File: config.mk
export PLATFORM = sky130hd
export DESIGN_NAME = conv_mac_sequencer
export DESIGN_NICKNAME = d
export VERILOG_FILES = /design/src/rtl/cnn_pkg.sv /design/src/rtl/sat_acc.sv /design/src/rtl/conv_mac_sequencer.sv
export SDC_FILE = /design/constraint.sdc
export NUM_CORES = 1
export LEC_CHECK = 0
export CORE_ASPECT_RATIO = 1.5
export CORE_MARGIN = 2
export CORE_UTILIZATION = 44
export CTS_BUF_LIST = sky130_fd_sc_hd__clkbuf_16
export DETAILED_ROUTE_END_ITERATION = 12
export PLACE_DENSITY = 0.83
export SYNTH_ARGS = -nofsm -noshare
export SYNTH_HDL_FRONTEND = slang
export SYNTH_SLANG_ARGS = --single-unit
File: constraint.sdc
create_clock -name clk -period 4 [get_ports clk]
set_input_delay 1.2 -clock clk [delete_from_list [all_inputs] [get_ports clk]]
set_output_delay 1.2 -clock clk [all_outputs]
set_load 0.01 [all_outputs]
File: src/rtl/cnn_pkg.sv
`default_nettype none
// ============================================================================
//  Module   : cnn_pkg
//  Purpose  : Shared constants, FSM state type and helpers for the CNN MAC
//             datapath (multiplier tap selects, default widths).
//  Revision : 1.0  initial release
// ============================================================================
package cnn_pkg;

    // Default datapath widths
    localparam int DEF_DATA_W = 8;
    localparam int DEF_PROD_W = 16;
    localparam int DEF_ACC_W  = 20;

    // Tap select encoding on the shared multiplier mux
    localparam logic [1:0] SEL_IDLE = 2'b00;
    localparam logic [1:0] SEL_TAP0 = 2'b01;
    localparam logic [1:0] SEL_TAP1 = 2'b10;
    localparam logic [1:0] SEL_TAP2 = 2'b11;

    // Sequencer FSM states
    typedef enum logic [1:0] {
        ST_IDLE  = 2'd0,
        ST_ISSUE = 2'd1,
        ST_DRAIN = 2'd2,
        ST_OUT   = 2'd3
    } state_t;

    // Map an issue-slot index (0..2) to the multiplier tap select
    function automatic logic [1:0] tap_sel(input logic [1:0] idx);
        case (idx)
            2'd0:    return SEL_TAP0;
            2'd1:    return SEL_TAP1;
            default: return SEL_TAP2;
        endcase
    endfunction

endpackage
`default_nettype wire

File: src/rtl/sat_acc.sv
`default_nettype none
// ============================================================================
//  Module   : sat_acc
//  Purpose  : Unsigned saturating accumulator with add-enable, synchronous
//             clear and a sticky saturation flag.
//  Revision : 1.0  initial release
// ============================================================================
module sat_acc
    import cnn_pkg::*;
#(
    parameter int PROD_W = DEF_PROD_W,
    parameter int ACC_W  = DEF_ACC_W
) (
    input  logic              clk,
    input  logic              rst,
    input  logic              i_clr,
    input  logic              i_add_en,
    input  logic [PROD_W-1:0] i_addend,
    output logic [ACC_W-1:0]  o_acc,
    output logic              o_sat
);

    localparam logic [ACC_W-1:0] c_ACC_MAX = {ACC_W{1'b1}};

    logic [ACC_W-1:0] r_acc;
    logic             r_sat;
    logic [ACC_W:0]   w_sum;

    // One extra bit so the carry-out flags overflow; once at the maximum any
    // non-zero addend carries again, so the sum pins there until cleared.
    assign w_sum = {1'b0, r_acc} + {{(ACC_W + 1 - PROD_W){1'b0}}, i_addend};

    // Accumulate tagged products, saturating on carry-out
    always_ff @(posedge clk) begin
        if (rst || i_clr) begin
            r_acc <= '0;
            r_sat <= 1'b0;
        end else if (i_add_en) begin
            if (w_sum[ACC_W]) begin
                r_acc <= c_ACC_MAX;
                r_sat <= 1'b1;
            end else begin
                r_acc <= w_sum[ACC_W-1:0];
            end
        end
    end

    assign o_acc = r_acc;
    assign o_sat = r_sat;

endmodule
`default_nettype wire

File: src/rtl/conv_mac_sequencer.sv
`default_nettype none
// ============================================================================
//  Module   : conv_mac_sequencer
//  Purpose  : Initiator-side sequencer for the shared 3-tap multiplier mux.
//             Accepts a 3-tap operand group, issues tap selects 01/10/11,
//             accumulates the returned products (saturating) and emits one
//             result per window (groups terminated by in_last).
//  Revision : 1.0  initial release
// ============================================================================
module conv_mac_sequencer
    import cnn_pkg::*;
#(
    parameter int DATA_W  = DEF_DATA_W,
    parameter int PROD_W  = DEF_PROD_W,
    parameter int ACC_W   = DEF_ACC_W,
    parameter int MUL_LAT = 1            // legal range 1..3
) (
    input  logic              clk,
    input  logic              rst,
    input  logic              in_valid,
    output logic              in_ready,
    input  logic [DATA_W-1:0] in_a0,
    input  logic [DATA_W-1:0] in_a1,
    input  logic [DATA_W-1:0] in_a2,
    input  logic [DATA_W-1:0] in_k0,
    input  logic [DATA_W-1:0] in_k1,
    input  logic [DATA_W-1:0] in_k2,
    input  logic              in_last,
    output logic [1:0]        mux_sel,
    output logic [DATA_W-1:0] mux_a0,
    output logic [DATA_W-1:0] mux_a1,
    output logic [DATA_W-1:0] mux_a2,
    output logic [DATA_W-1:0] mux_k0,
    output logic [DATA_W-1:0] mux_k1,
    output logic [DATA_W-1:0] mux_k2,
    input  logic [PROD_W-1:0] mux_product,
    output logic              out_valid,
    input  logic              out_ready,
    output logic [ACC_W-1:0]  out_sum,
    output logic              out_sat
);

    // Final DRAIN count value: DRAIN lasts MUL_LAT cycles
    localparam logic [1:0] c_DRAIN_LAST = 2'(MUL_LAT - 1);
    localparam logic [1:0] c_ISSUE_LAST = 2'd2;

    state_t            r_state;
    state_t            w_state_next;
    logic [1:0]        r_cnt;
    logic [1:0]        w_cnt_next;
    logic [1:0]        r_mux_sel;
    logic [1:0]        w_sel_next;
    logic              r_last;
    logic [DATA_W-1:0] r_a0, r_a1, r_a2;
    logic [DATA_W-1:0] r_k0, r_k1, r_k2;
    logic [MUL_LAT-1:0] r_tag;
    logic              w_issue;
    logic              w_tag_out;
    logic              w_accept;
    logic              w_clear;

    assign w_issue  = (r_mux_sel != SEL_IDLE);
    assign w_accept = in_valid && (r_state == ST_IDLE);
    assign w_clear  = (r_state == ST_OUT) && out_ready;

    // State register, issue-slot/drain counter and registered tap select
    always_ff @(posedge clk) begin
        if (rst) begin
            r_state   <= ST_IDLE;
            r_cnt     <= 2'd0;
            r_mux_sel <= SEL_IDLE;
        end else begin
            r_state   <= w_state_next;
            r_cnt     <= w_cnt_next;
            r_mux_sel <= w_sel_next;
        end
    end

    // Next-state, counter and next tap select (select is registered so the
    // multiplier sees a glitch-free value aligned with the state)
    always_comb begin
        w_state_next = r_state;
        w_cnt_next   = r_cnt;
        w_sel_next   = SEL_IDLE;
        case (r_state)
            ST_IDLE: begin
                if (in_valid) begin
                    w_state_next = ST_ISSUE;
                    w_cnt_next   = 2'd0;
                end
            end
            ST_ISSUE: begin
                if (r_cnt == c_ISSUE_LAST) begin
                    w_state_next = ST_DRAIN;
                    w_cnt_next   = 2'd0;
                end else begin
                    w_cnt_next = r_cnt + 2'd1;
                end
            end
            ST_DRAIN: begin
                if (r_cnt == c_DRAIN_LAST) begin
                    w_state_next = r_last ? ST_OUT : ST_IDLE;
                    w_cnt_next   = 2'd0;
                end else begin
                    w_cnt_next = r_cnt + 2'd1;
                end
            end
            ST_OUT: begin
                if (out_ready) begin
                    w_state_next = ST_IDLE;
                end
            end
            default: begin
                w_state_next = ST_IDLE;
                w_cnt_next   = 2'd0;
            end
        endcase
        if (w_state_next == ST_ISSUE) begin
            w_sel_next = tap_sel(w_cnt_next);
        end
    end

    // Operand and last-flag capture on an accepted group; held for the group
    always_ff @(posedge clk) begin
        if (rst) begin
            r_a0   <= '0;
            r_a1   <= '0;
            r_a2   <= '0;
            r_k0   <= '0;
            r_k1   <= '0;
            r_k2   <= '0;
            r_last <= 1'b0;
        end else if (w_accept) begin
            r_a0   <= in_a0;
            r_a1   <= in_a1;
            r_a2   <= in_a2;
            r_k0   <= in_k0;
            r_k1   <= in_k1;
            r_k2   <= in_k2;
            r_last <= in_last;
        end
    end

    // Issue-valid tag pipe: its output marks the cycle a product returns
    generate
        if (MUL_LAT == 1) begin : g_tag_single
            always_ff @(posedge clk) begin
                if (rst) begin
                    r_tag <= '0;
                end else begin
                    r_tag <= w_issue;
                end
            end
        end else begin : g_tag_multi
            always_ff @(posedge clk) begin
                if (rst) begin
                    r_tag <= '0;
                end else begin
                    r_tag <= {r_tag[MUL_LAT-2:0], w_issue};
                end
            end
        end
    endgenerate

    assign w_tag_out = r_tag[MUL_LAT-1];

    sat_acc #(
        .PROD_W (PROD_W),
        .ACC_W  (ACC_W)
    ) u_sat_acc (
        .clk      (clk),
        .rst      (rst),
        .i_clr    (w_clear),
        .i_add_en (w_tag_out),
        .i_addend (mux_product),
        .o_acc    (out_sum),
        .o_sat    (out_sat)
    );

    // in_ready is forced low during reset; otherwise a decode of the state
    assign in_ready  = (r_state == ST_IDLE) && !rst;
    assign out_valid = (r_state == ST_OUT);
    assign mux_sel   = r_mux_sel;
    assign mux_a0    = r_a0;
    assign mux_a1    = r_a1;
    assign mux_a2    = r_a2;
    assign mux_k0    = r_k0;
    assign mux_k1    = r_k1;
    assign mux_k2    = r_k2;

endmodule
`default_nettype wire

==> metrics.md <==
| Metric | Value |
|---|---|
| Post-synth cell types | `47` |
| Grt total ovfl | `0` |
| Setup crit start kind | `primary input` |
| Post-CTS Setup Repair Bufs | `0` |
| Area contributors post-synth | `dfxtp_1 (43%), nand2_1 (12%), a21oi_1 (11%)` |
| Hold Crit Class | `reg2reg` |
| Pre-antenna DRT Iters | `4` |
| Ys Warns | `0` |
| Post-cts hold buffer count | `0` |
| Die W | `77.73 um` |
| Primary FF master, synth | `dfxtp_1` |
| Mapped Cells | `445` |
| Initial antenna violation count | `0` |
| Number of max-cap violations | `0` |
| Via Count | `3589` |
| Core area | `7958 sq um` |
| Initial Utilization | `0.4508` |
| Compound-Gate Fraction of Synth Area | `0.2260` |
| Die ar. | `8906 sq um` |
| Io pins | `142` |
| Clk slew on worst S/H paths | `0.06 ns` |
| Req. time, crit path | `4.20 ns` |
| Post-synthesis simple-gate area fraction | `0.1856` |
| Pin count of the biggest net entering global routing | `57` |
| CP Class | `in2reg` |
| Drt via density | `5.239` |
| Residual DRC count | `0` |
| RSZ-0062 raised after global routing | `false` |
| Worst-Skew Late Latency | `0.34 ns` |
| CTS buffer count | `9` |
| Seq/Total Area, Yosys | `0.4297` |
| Largest area contributor in the netlist | `dfxtp_1` |
| Syn Area/Cell | `8.061 sq um` |
| Static Leak | `2.091 nW` |
| Htree depth | `3` |
| Final net count | `665` |
| Die H | `114.6 um` |
| First-pass GRT wire length | `15870 um` |
| Main combinational cell family by area after synthesis | `compound AO/OA/AOI/OAI gates` |
| N_diodes | `0` |
| Worst-margin pin slew | `0.7570 ns` |
| Post-route setup TNS | `0 ns` |
| Resized Gates After CTS | `0` |
| Rel. slew slack | `0.4947` |
| EDFF count, synth | `0` |
| Area Overhead vs Synth | `49.25%` |
| Clock Root Buffer | `clkbuf_16` |
| Total Routing Usage GR | `0.2228` |
| Clock Sinks | `77` |
| Power Density | `412.0 nW/um^2` |
| Antenna viol nets, final | `0` |
| Global placer's final weighted congestion | `0.9232` |
| Most frequent cell after synthesis | `nand2_1` |
| Max Root-Sink Buffers | `2` |
| CP arrival | `3.75 ns` |
| HPWL after detailed placement | `7165 um` |
| Synth async-reset ratio | `0` |
| DP Cell Count | `669` |
| Routed WL | `9880 um` |
| CTS tree | `done` |
| Post-Synth Adder-Cell Area | `0.07534` |
| Port Buffers | `141` |
| Critical path capture point type | `flip-flop` |
| Core Rows | `40` |
| Mux cell area share after synthesis | `0.002790` |
| Post-synth top area share | `0.4297` |
| Max Fclk | `281.1 MHz` |
| Commonest cells post-synth | `nand2_1 (112), a21oi_1 (77), dfxtp_1 (77), o21ai_0 (25), ha_1 (20)` |
| Final cell count without fillers | `685` |
| Synthesized Nets | `535` |
| Synth Cell Area | `3587 sq um` |
| Crit Path Max Fanout | `14` |
| Final hold vios | `0` |
| Share of layout cells above drive strength 1 | `0.05000` |
| Vias in the first global route | `3517` |
| Status | `finished, final reports clean` |
| Final setup viols | `0` |
| Tcrit/Tclk final | `0.8894` |
| Skew final | `0.007643 ns` |
| Fin crit period | `3.557 ns` |
| Yosys reg bits | `77` |
| VDD IR-drop max | `0.3886 mV` |
| WL/cell | `14.42 um` |
| Max-slew violations | `0` |
| Initial DRC count | `228` |
| Post-Synth XOR/XNOR Area | `0.03418` |
==> cells by family after synthesis <==
group                      Yosys count
xor gates and xnor gates            14
buffers and inverters               39
DFF                                 77
and+or+nand+nor                    155
muxes                                1
adders and majority gates           21
AOI/OAI and AO/OA                  138
==> critical path, stage by stage <==
cell and delay, ns:
clkdlybuf4s50_1 0.41, ha_1 0.23, fa_1 0.44, a211o_1 0.32, a21oi_1 0.18, and3_4 0.22
o31ai_2 0.11, nor2b_4 0.16, nor2b_4 0.32, a21oi_1 0.14
==> sequential cells by signal, summed over array words and instances (netlist names) <==
register,cells
u_sat_acc.o_acc,20
mux_a0,8
mux_a1,8
mux_a2,8
mux_k0,8
mux_k1,8
mux_k2,8
mux_sel,2
r_cnt,2
r_state,2
r_last,1
r_tag,1
u_sat_acc.o_sat,1
==> report_power, final <==
part	switching (mW)	total [mW]	internal, mW
Sequential	0.0402	0.860	0.820
Clock	0.321	0.864	0.543
Combinational	0.232	0.481	0.249
Total	0.593	2.21	1.61
==> cell usage in the layout, fill, tap and decap left out, types with 3 or more instances in the layout <==
cell type / netlist / routed
nand4_1: 3 / 3
a21oi_1: 77 / 77
nor2_1: 17 / 17
and2_1: 4 / 4
clkbuf_16: 0 / 9
ha_1: 20 / 20
a211oi_1: 4 / 4
dfxtp_1: 77 / 77
xor2_1: 3 / 3
a31oi_1: 4 / 4
o21a_1: 4 / 4
o21ai_0: 25 / 25
a21o_1: 7 / 7
nand2_1: 112 / 112
nor3_1: 5 / 5
nand3_1: 4 / 4
inv_1: 13 / 14
clkdlybuf4s50_1: 0 / 140
buf_4: 0 / 4
xnor2_1: 11 / 11
==> metrics by stage <==
stage | power, mW | instance area, sq um | hold slack (ns) | setup slack (ns) | utilization
after global placement | 1.343 | 5037 | 0.4410 | 0.2311 | 0.6330
after global routing | 2.304 | 5354 | 0.4665 | 0.3591 | 0.6728
after floorplan | 1.135 | 3587 | 0.4495 | 0.8493 | -
after CTS | 2.219 | 5354 | 0.4555 | 0.4689 | 0.6728
final | 2.206 | 5354 | 0.4525 | 0.4426 | 0.6728
after detailed placement | 1.355 | 5037 | 0.4465 | 0.1120 | 0.6330
==> layer usage <==
layer,global-route usage,share of wire
met5,0,0
met4,0.1190,0.033
met3,0.07808,0.091
met2,0.3793,0.49
met1,0.2407,0.38
==> final cells by class <==
cell class	instances	area, sq um
tap	105	131.4
inverter	13	48.80
sequential	77	1541
clock inverter	7	91.34
fill	609	2604
multi-input combinational	329	1879
timing repair buffer	145	1436
clock buffer	9	225.2
==> path summary, 6_finish.rpt <==
check                           cells past startpoint                  end  slack (ns)                from
worst max-delay path                               10  u_sat_acc.o_acc[10]        0.44      mux_product[0]
worst min-delay path                                2            mux_k0[6]        0.45           mux_k0[6]
worst max register to register                      9  u_sat_acc.o_acc[10]        1.41  u_sat_acc.o_acc[0]
worst min register to register                      2            mux_k0[6]        0.45           mux_k0[6]
No activity file was read; power rests on OpenSTA's default activity.
